`config.mk`:
```
export PLATFORM = sky130hd
export DESIGN_NAME = seq_alu_mul_flat
export DESIGN_NICKNAME = d
export VERILOG_FILES = /design/src/rtl/alu_pkg.sv /design/src/rtl/seq_alu_mul_if.sv /design/src/rtl/seq_alu_addsub.sv /design/src/rtl/seq_alu_mul.sv /design/src/flat_wrapper.sv
export SDC_FILE = /design/constraint.sdc
export NUM_CORES = 1
export LEC_CHECK = 0
export ABC_CLOCK_PERIOD_IN_PS = 8000
export CORE_ASPECT_RATIO = 1.2
export CORE_MARGIN = 2
export CORE_UTILIZATION = 28
export CTS_CLUSTER_DIAMETER = 100
export DETAILED_ROUTE_END_ITERATION = 10
export PLACE_DENSITY = 0.48
export SETUP_SLACK_MARGIN = 0.2
export SYNTH_ARGS = -nofsm -noshare
export SYNTH_HDL_FRONTEND = slang
export SYNTH_SLANG_ARGS = --single-unit
```
`constraint.sdc`:
```
create_clock -name clk -period 8 [get_ports clk]
set_clock_uncertainty 0.2 [all_clocks]
set_input_delay 1.6 -clock clk [delete_from_list [all_inputs] [get_ports clk]]
set_output_delay 1.6 -clock clk [all_outputs]
set_load 0.02 [all_outputs]
```
`src/rtl/alu_pkg.sv`:
```
// Shared opcodes, FSM state encoding and counter sizing for the sequential ALU.
package alu_pkg;

    localparam logic [2:0] OP_AND  = 3'b000;
    localparam logic [2:0] OP_OR   = 3'b001;
    localparam logic [2:0] OP_ADD  = 3'b010;
    localparam logic [2:0] OP_MUL  = 3'b011;
    localparam logic [2:0] OP_BEQ  = 3'b100;
    localparam logic [2:0] OP_SLTU = 3'b101;
    localparam logic [2:0] OP_SUB  = 3'b110;
    localparam logic [2:0] OP_SLT  = 3'b111;

    typedef enum logic [1:0] {
        S_IDLE = 2'd0,
        S_MUL  = 2'd1,
        S_DONE = 2'd2
    } state_t;

    // Counter must be able to hold the value WIDTH itself.
    function automatic int unsigned cnt_width(input int unsigned w);
        return $clog2(w + 1);
    endfunction

endpackage

```
`src/rtl/seq_alu_mul_if.sv`:
```
// Operand/result handshake bundle between the register-read stage and the ALU.
interface seq_alu_mul_if #(parameter int unsigned WIDTH = 32);
    logic             in_valid;
    logic             in_ready;
    logic [WIDTH-1:0] a;
    logic [WIDTH-1:0] b;
    logic [2:0]       op;
    logic             out_valid;
    logic             out_ready;
    logic [WIDTH-1:0] result;
    logic             zero;
    logic             carry;
    logic             overflow;

    modport master (
        output in_valid, a, b, op, out_ready,
        input  in_ready, out_valid, result, zero, carry, overflow
    );

    modport slave (
        input  in_valid, a, b, op, out_ready,
        output in_ready, out_valid, result, zero, carry, overflow
    );
endinterface

```
`src/rtl/seq_alu_addsub.sv`:
```
// Combinational add/subtract shared by ADD, SUB, BEQ, SLT and SLTU.
module seq_alu_addsub #(parameter int unsigned WIDTH = 32) (
    input  logic [WIDTH-1:0] i_a,
    input  logic [WIDTH-1:0] i_b,
    input  logic             i_sub,
    output logic [WIDTH-1:0] o_sum,
    output logic             o_carry,
    output logic             o_overflow
);
    logic [WIDTH-1:0] w_bp;
    logic [WIDTH:0]   w_full;

    always_comb begin
        w_bp       = i_sub ? ~i_b : i_b;
        w_full     = {1'b0, i_a} + {1'b0, w_bp} + {{WIDTH{1'b0}}, i_sub};
        o_sum      = w_full[WIDTH-1:0];
        o_carry    = w_full[WIDTH];
        o_overflow = (i_a[WIDTH-1] == w_bp[WIDTH-1]) & (w_full[WIDTH-1] != i_a[WIDTH-1]);
    end
endmodule

```
`src/rtl/seq_alu_mul.sv`:
```
// Registered ALU with valid/ready handshakes and an iterative shift-and-add multiply.
module seq_alu_mul
    import alu_pkg::*;
#(
    parameter int unsigned WIDTH = 32
) (
    input  logic          clk,
    input  logic          rst,
    seq_alu_mul_if.slave  bus
);
    localparam int unsigned CW = cnt_width(WIDTH);

    state_t             r_state;
    state_t             w_state_nxt;
    logic [WIDTH-1:0]   r_result;
    logic               r_zero;
    logic               r_carry;
    logic               r_ovf;
    logic [2*WIDTH-1:0] r_mcand;
    logic [2*WIDTH-1:0] r_acc;
    logic [WIDTH-1:0]   r_mplier;
    logic [CW-1:0]      r_cnt;

    logic [WIDTH-1:0]   w_sum;
    logic               w_cout;
    logic               w_vout;
    logic [WIDTH-1:0]   w_res;
    logic               w_c;
    logic               w_v;
    logic [2*WIDTH-1:0] w_acc_nxt;
    logic               w_accept;
    logic               w_mul_last;

    seq_alu_addsub #(.WIDTH(WIDTH)) u_addsub (
        .i_a        (bus.a),
        .i_b        (bus.b),
        .i_sub      (bus.op[2]),
        .o_sum      (w_sum),
        .o_carry    (w_cout),
        .o_overflow (w_vout)
    );

    always_comb begin
        w_res = '0;
        w_c   = 1'b0;
        w_v   = 1'b0;
        case (bus.op)
            OP_AND:  w_res = bus.a & bus.b;
            OP_OR:   w_res = bus.a | bus.b;
            OP_ADD, OP_SUB, OP_BEQ: begin
                w_res = w_sum;
                w_c   = w_cout;
                w_v   = w_vout;
            end
            OP_SLT:  w_res = {{(WIDTH-1){1'b0}}, w_sum[WIDTH-1] ^ w_vout};
            OP_SLTU: w_res = {{(WIDTH-1){1'b0}}, ~w_cout};
            default: w_res = '0;
        endcase
    end

    assign w_accept   = bus.in_valid & bus.in_ready;
    assign w_acc_nxt  = r_mplier[0] ? (r_acc + r_mcand) : r_acc;
    assign w_mul_last = (r_cnt == CW'(1));

    always_ff @(posedge clk or posedge rst) begin
        if (rst) r_state <= S_IDLE;
        else     r_state <= w_state_nxt;
    end

    always_comb begin
        w_state_nxt = r_state;
        case (r_state)
            S_IDLE: if (w_accept) w_state_nxt = (bus.op == OP_MUL) ? S_MUL : S_DONE;
            S_MUL:  if (w_mul_last) w_state_nxt = S_DONE;
            S_DONE: if (bus.out_ready) w_state_nxt = S_IDLE;
            default: w_state_nxt = S_IDLE;
        endcase
    end

    // The final multiply step commits its own partial sum straight into the result.
    always_ff @(posedge clk or posedge rst) begin
        if (rst) begin
            r_result <= '0;
            r_zero   <= 1'b0;
            r_carry  <= 1'b0;
            r_ovf    <= 1'b0;
            r_mcand  <= '0;
            r_acc    <= '0;
            r_mplier <= '0;
            r_cnt    <= '0;
        end else if (r_state == S_IDLE && w_accept) begin
            if (bus.op == OP_MUL) begin
                r_mcand  <= {{WIDTH{1'b0}}, bus.a};
                r_mplier <= bus.b;
                r_acc    <= '0;
                r_cnt    <= CW'(WIDTH);
            end else begin
                r_result <= w_res;
                r_zero   <= (w_res == '0);
                r_carry  <= w_c;
                r_ovf    <= w_v;
            end
        end else if (r_state == S_MUL) begin
            r_acc    <= w_acc_nxt;
            r_mcand  <= r_mcand << 1;
            r_mplier <= r_mplier >> 1;
            r_cnt    <= r_cnt - CW'(1);
            if (w_mul_last) begin
                r_result <= w_acc_nxt[WIDTH-1:0];
                r_zero   <= (w_acc_nxt[WIDTH-1:0] == '0);
                r_carry  <= |w_acc_nxt[2*WIDTH-1:WIDTH];
                r_ovf    <= 1'b0;
            end
        end
    end

    assign bus.in_ready  = (r_state == S_IDLE) & ~rst;
    assign bus.out_valid = (r_state == S_DONE);
    assign bus.result    = r_result;
    assign bus.zero      = r_zero;
    assign bus.carry     = r_carry;
    assign bus.overflow  = r_ovf;
endmodule

```
`src/flat_wrapper.sv`:
```
// flat-port wrapper written by rule: the top's interface ports become plain ports
module seq_alu_mul_flat import alu_pkg::*;
#(
    parameter int unsigned WIDTH = 32
)
  (clk, rst, bus_in_valid, bus_a, bus_b, bus_op, bus_out_ready, bus_in_ready, bus_out_valid, bus_result, bus_zero, bus_carry, bus_overflow);
  seq_alu_mul_if #(.WIDTH(WIDTH)) bus_i ();
  input  logic clk;
  input  logic rst;
  input wire logic [$bits(bus_i.in_valid)-1:0] bus_in_valid;
  input wire logic [$bits(bus_i.a)-1:0] bus_a;
  input wire logic [$bits(bus_i.b)-1:0] bus_b;
  input wire logic [$bits(bus_i.op)-1:0] bus_op;
  input wire logic [$bits(bus_i.out_ready)-1:0] bus_out_ready;
  output wire logic [$bits(bus_i.in_ready)-1:0] bus_in_ready;
  output wire logic [$bits(bus_i.out_valid)-1:0] bus_out_valid;
  output wire logic [$bits(bus_i.result)-1:0] bus_result;
  output wire logic [$bits(bus_i.zero)-1:0] bus_zero;
  output wire logic [$bits(bus_i.carry)-1:0] bus_carry;
  output wire logic [$bits(bus_i.overflow)-1:0] bus_overflow;
  assign bus_i.in_valid = bus_in_valid;
  assign bus_i.a = bus_a;
  assign bus_i.b = bus_b;
  assign bus_i.op = bus_op;
  assign bus_i.out_ready = bus_out_ready;
  assign bus_in_ready = bus_i.in_ready;
  assign bus_out_valid = bus_i.out_valid;
  assign bus_result = bus_i.result;
  assign bus_zero = bus_i.zero;
  assign bus_carry = bus_i.carry;
  assign bus_overflow = bus_i.overflow;
  seq_alu_mul #(.WIDTH(WIDTH)) u_core (.clk(clk), .rst(rst), .bus(bus_i));
endmodule
```
# Yosys cells after proc, flatten, opt, wreduce, memory -nomap -nowiden
# Index checks and enable logic that the tools add are counted.
# classes
add_sub_neg	4
n_eq_ne	17
n_mux	38
bitwise_logic	9
n_reduce_logical	12
# ops
op	count
$mux W64	7
$mux W32	8
$pmux W32 S5	1
$add A64 B64 Y64	1
$logic_not A32 Y1	2
$add A32 B32 Y33	1
$add A33 B1 Y33	1
$and A32 B32 Y32	1
$not A32 Y32	1
$or A32 B32 Y32	1
$reduce_or A32 Y1	1
$mux W6	3
$mux W1	14
$eq A3 B3 Y1 const B	4
$mux W2	4
$eq A3 B2 Y1 const B	2
$eq A6 B1 Y1 const B	1
$ne A2 B1 Y1 const B	3
$pmux W2 S3	1
$reduce_and A3 Y1	2
$sub A6 B1 Y6 const B	1
$ne A2 B2 Y1 const B	2
$reduce_bool A2 Y1	2
$and A1 B1 Y1	3
other kinds (12)	13
# totals
register_bits	203
inputBits	71
output_inout_bits	37

# Depth between registers and ports, before layout
# depth
ltp_word	11
ltp_mapped	17
depth_no_buf	15

# Modules after synthesis
# From an unflattened synthesis, not the netlist that was laid out.
# hier_totals
cells_unflattened	2053
area_unflattened_um2	16015.4
# modules_own_cells
module	n_inst	cells_each	area_each_um2	seq_area_each_um2
seq_alu_mul	1	1777	14032.2	5079.9
seq_alu_addsub	1	276	1983.2	0.0

# Worst setup path after synthesis
# OpenSTA, ideal clock, no wires.
# synth_path
path_kind	input-to-reg
start	in bus_op[2]
end	reg u_core.r_zero, in the netlist u_core.bus.zero
setup_time_ns	0.087
t_arrival_ns	5.258
required_ns	7.713
slack_ns	2.455
stages	17
cell_sequence	clkbuf_1 clkbuf_1 xor2_1 ha_1 clkbuf_1 a21o_1 a21o_1 a21o_1 a221o_1 a41o_1 a31oi_1 o211ai_1 a31oi_1 xnor2_1 nor2_1 or4_1 o211ai_1
# synth_via
elab_chain_cells	10
# synth_rtl
element	line_no	text
start: declaration	flat_wrapper.sv:13	input wire logic [$bits(bus_i.op)-1:0] bus_op;
$mux W32	seq_alu_addsub.sv:14	w_bp = i_sub ? ~i_b : i_b;
$add A32 B32 Y33	seq_alu_addsub.sv:15	w_full = {1'b0, i_a} + {1'b0, w_bp} + {{WIDTH{1'b0}}, i_sub};
$add A33 B1 Y33	seq_alu_addsub.sv:15	
$ne A1 B1 Y1	seq_alu_addsub.sv:18	o_overflow = (i_a[WIDTH-1] == w_bp[WIDTH-1]) & (w_full[WIDTH-1] != i_a[WIDTH-1]);
$and A1 B1 Y1	seq_alu_addsub.sv:18	
$xor A1 B1 Y1	seq_alu_mul.sv:55	OP_SLT: w_res = {{(WIDTH-1){1'b0}}, w_sum[WIDTH-1] ^ w_vout};
$pmux W32 S5	seq_alu_mul.sv:47	case (bus.op)
$logic_not A32 Y1	seq_alu_mul.sv:99	r_zero <= (w_res == '0);
$mux W1	seq_alu_mul.sv:92	if (bus.op == OP_MUL) begin
$mux W1	seq_alu_mul.sv:91	end else if (r_state == S_IDLE && w_accept) begin
end signal: assignment	seq_alu_mul.sv:99	
end signal: assignment	seq_alu_mul.sv:110	r_zero <= (w_acc_nxt[WIDTH-1:0] == '0);
end: declaration	seq_alu_mul.sv:16	logic r_zero;
# Parallel ways exist; a longest one is shown, timed or not. The select of a mux whose other input is x is not followed.
# A chain may end at the register's enable or synchronous reset.

# Worst setup path in the final report
# Ends and elaborated chain as after synthesis.

==> key figures <==
Outcome
  – Status: finished, final reports clean

GRT
  – Remaining global-route overflow: 0
  – Number of global-route vias before repair: 15400
  – First-pass GRT wire length: 90500 um
  – Largest net degree at the start of global routing: 107
  – Tot GR Track Use: about a fifth
  – Initial antenna violation count: 0

Drt
  – DRC Markers: 0
  – First-pass DRT Iterations: 5
  – WL/cell: 20.4 um
  – 1st-iter DRT viols: 896
  – Number of vias per cell: 5.43
  – Post-Route WL: between 50000 and 60000 um
  – Vias: ~15000
  – DRT antenna net count: 0

Placed design
  – Place WS: 1.71 ns
  – Count of input and output buffers: 107
  – Final RePlAce weighted congestion: 0.914
  – Placed cell area: 0.0178 mm2
  – HPWL after DPL: 42900 um

Yosys
  – #FFs+latches synth: 203
  – Yosys warns: 0
  – Post-synth EDFFs: 0
  – Asr flop ratio synth: 100%
  – Avg Cell Area, Syn: 7.90 um2
  – Register area share after synthesis: 31.6%
  – Post-synth cell types: a little over 90
  – Main synth FF type: dfrtp_1
  – Syn Nets: 2206
  – Post-Syn Area: 0.0161 mm2
  – Post-synthesis cell count: 2035

Power and ir drop
  – Final Power: 6.84 mW
  – Max VDD drop: 0.204 mV
  – Pwr/cell area: 367 mW/mm2
  – Leak: 7.98 nW

Timing
  – RSZ-0062 raised after global routing: no
  – Setup_tns: 0 ns
  – Fin crit share: roughly 72%
  – Worst Slack Setup Final: approximately 2.2 ns
  – Period minus WS final: 5.78 ns
  – Final Max Slew Viols: 0
  – Fmax: 173 MHz
  – Slew @ Worst Pin: 0.949 ns
  – Relative slew slack: 36.7%
  – Hold Violations, Final: 0
  – # setup viols final: 0

Clock tree
  – TritonCTS clock tree: built
  – TritonCTS buffer count: 25
  – CTS Sinks: 203
  – Clock-pin transition on the worst setup and hold timing paths: 0.07 ns
  – Postcts setup bufs: 0
  – CTS-repair resized insts: 0
  – Clk Tree Root Cell: clkbuf_16
  – CTS H-tree depth: 1
  – Skew-Pair Late Insertion Delay: about 0.56 ns
  – CTS max path bufs: 3
  – CTS Hold Buffers Added: 0

Finish
  – Share of cells above drive strength 1: roughly 5.2%
  – Nets: 2238
  – Finished Cell Area: 0.0186 mm2
  – ANT cells: 0
  – Area Overhead vs Synth: 15.9%

Hold path
  – Hold path startpoint: u_core.bus.result[22]
  – Type of the worst min-delay path: flop to flop
  – Hold depth: 1
  – Destination of the worst hold path: u_core.bus.result[22]

Die
  – I/O Pins: around 110
  – Initial Utilization: 28.2%
  – Rows: 96
  – Die Wd: 223 um
  – Core box area: 0.0569 mm2
  – Die ar.: 0.0594 mm2
  – Die Height: 267 um

Critical path
  – Worst Path Max Fanout: 38
  – CP Data Required Time: 8.26 ns
  – Worst path cell trace: buf_2 > buf_4 > xor2_1 > ha_1 > a21oi_1 > o21ai_1 > o311ai_1 > nand4b_1 > a31oi_1 > xnor2_1 > a22oi_1 > nand3_1 > nor4_1 > nand4_1 > or4_1 > o211ai_1
  – RR Endpoint: u_core.bus.zero
  – Cell count of the worst reg-to-reg path: 12
  – Worst setup EP type: flop
  – Reg2reg setup slack: approximately 2.8 ns
  – Slowest cell on the critical path: o311ai_1
  – Startpoint types: input pin
  – Arr. time, crit path: 6.04 ns
  – Crit Path Category: input pin to flop
  – Reg-to-reg startpoint: u_core.r_state[0]
  – CP peak stage delay: 0.62 ns

Job
  – Maxcap violations: 0
[metrics by stage]
step	util (%)	hold slack, ns	cells
final	32.7	0.300	2819
after CTS	32.7	0.299	2819
after global placement	31.2	0.279	2775
after global routing	32.7	0.318	2819
after detailed placement	31.2	0.283	2775
after floorplan	-	0.266	2035
[layout by cell type (no fill, tap or decap), drive strengths merged, types with 34 or more instances in the layout]
| cell type | n |
|---|---|
| a21o | 34 |
| o21ai | 197 |
| a22oi | 40 |
| a31oi | 55 |
| clkbuf | 36 |
| a21oi | 148 |
| nor2 | 145 |
| ha | 98 |
| dfrtp | 203 |
| clkdlybuf4s50 | 105 |
| nand2 | 373 |
| xor2 | 55 |
| xnor2 | 57 |
| nand3 | 93 |
[worst max path at each step]
stage	from	depth (start not counted)	slack, ns	endpoint
5_1_grt	bus_op[2]	16	2.02	u_core.bus.zero
2_1_floorplan	rst	1	0.66	u_core.bus.carry
4_1_cts	bus_op[2]	16	2.29	u_core.bus.zero
6_report	bus_op[2]	16	2.22	u_core.bus.zero
3_5_place_dp	bus_op[2]	16	1.71	u_core.bus.zero
3_3_place_gp	bus_op[2]	16	1.79	u_core.bus.zero
[cell type report]
class                           count  area (um2)
Fill cell                        6101       38300
Timing Repair Buffer              129        1230
Clock buffer                       36         717
Multi-Input combinational cell   1679       10400
Sequential cell                   203        5080
Clock inverter                      8         124
Inverter                           29         116
Tap cell                          735         920
[per-layer routing]
metal | vias up | wire, um | global-route usage, %
li1 | 7433 | - | -
met1 | 7424 | 24100 | 23.1
met2 | 362 | 29300 | 35.2
met3 | 78 | 2200 | 2.04
met4 | 0 | 1790 | 6.26
met5 | - | 0 | 0
[critical path, delay by kind of cell]
kind            cells  cell delay (ns)
compound gates      6             1.87
simple gates        5             1.30
buf+inv             2             0.62
fa+ha+maj           1             0.37
xor+xnor            2             0.27
[flip-flops by register name, summed over array words and instances, names as in the netlist, 2 cells and up]
signal             cells
u_core.r_mplier       32
u_core.r_cnt           6
u_core.bus.result     32
u_core.r_acc          64
u_core.r_state         2
u_core.r_mcand        64
[cells in the mapped netlist, types with 5 or more instances]
cell | count | area, um2
a31oi_1 | 54 | 338
clkbuf_1 | 94 | 353
buf_1 | 11 | 41.3
mux2i_1 | 33 | 330
xor2_1 | 55 | 482
o22ai_1 | 5 | 31.3
and3_1 | 15 | 93.8
o21ai_0 | 189 | 946
xnor2_1 | 57 | 499
nor2_1 | 144 | 541
nor4_1 | 11 | 68.8
nand2_1 | 371 | 1390
ha_1 | 98 | 1230
nand4_1 | 24 | 150
dfrtp_1 | 203 | 5080
or2_2 | 7 | 43.8
o211ai_1 | 16 | 120
a221oi_1 | 7 | 61.3
nor2b_1 | 12 | 75.1
and4_1 | 6 | 52.6
o21bai_1 | 15 | 113
o21ai_1 | 8 | 40.0
maj3_1 | 29 | 290
a21o_1 | 34 | 255
o31ai_1 | 5 | 37.5
nand2b_1 | 10 | 62.6
buf_2 | 16 | 80.1
o21a_1 | 14 | 105
a211oi_1 | 15 | 113
a22oi_1 | 40 | 300
o2111ai_1 | 7 | 61.3
nand3_1 | 93 | 465
nor3_1 | 27 | 135
and2_1 | 6 | 37.5
inv_1 | 29 | 109
a21oi_1 | 146 | 731
mux2_2 | 5 | 56.3
or4_1 | 9 | 67.6
or3_1 | 13 | 81.3
[kinds of logic (layout without fill, tap and decap cells)]
logic type      after synthesis  after routing  share of synthesized area, %
simple gates                771            771                          21.5
compound gates              629            629                          25.0
flops                       203            203                          31.6
buf+inv                     153            202                          3.76
fa+ha+maj                   129            129                          9.68
xor+xnor                    112            112                          6.10
mux                          38             38                          2.40
[report_power, final]
group / internal, mW / leakage, nW / switching (mW) / total [mW]
clock: 0.716 / 0.406 / 0.481 / 1.20
sequential: 1.47 / 2.53 / 0.377 / 1.84
combinational: 1.44 / 5.05 / 2.36 / 3.80
total: 3.62 / 7.98 / 3.22 / 6.84
(Power assumes the default switching activity.)
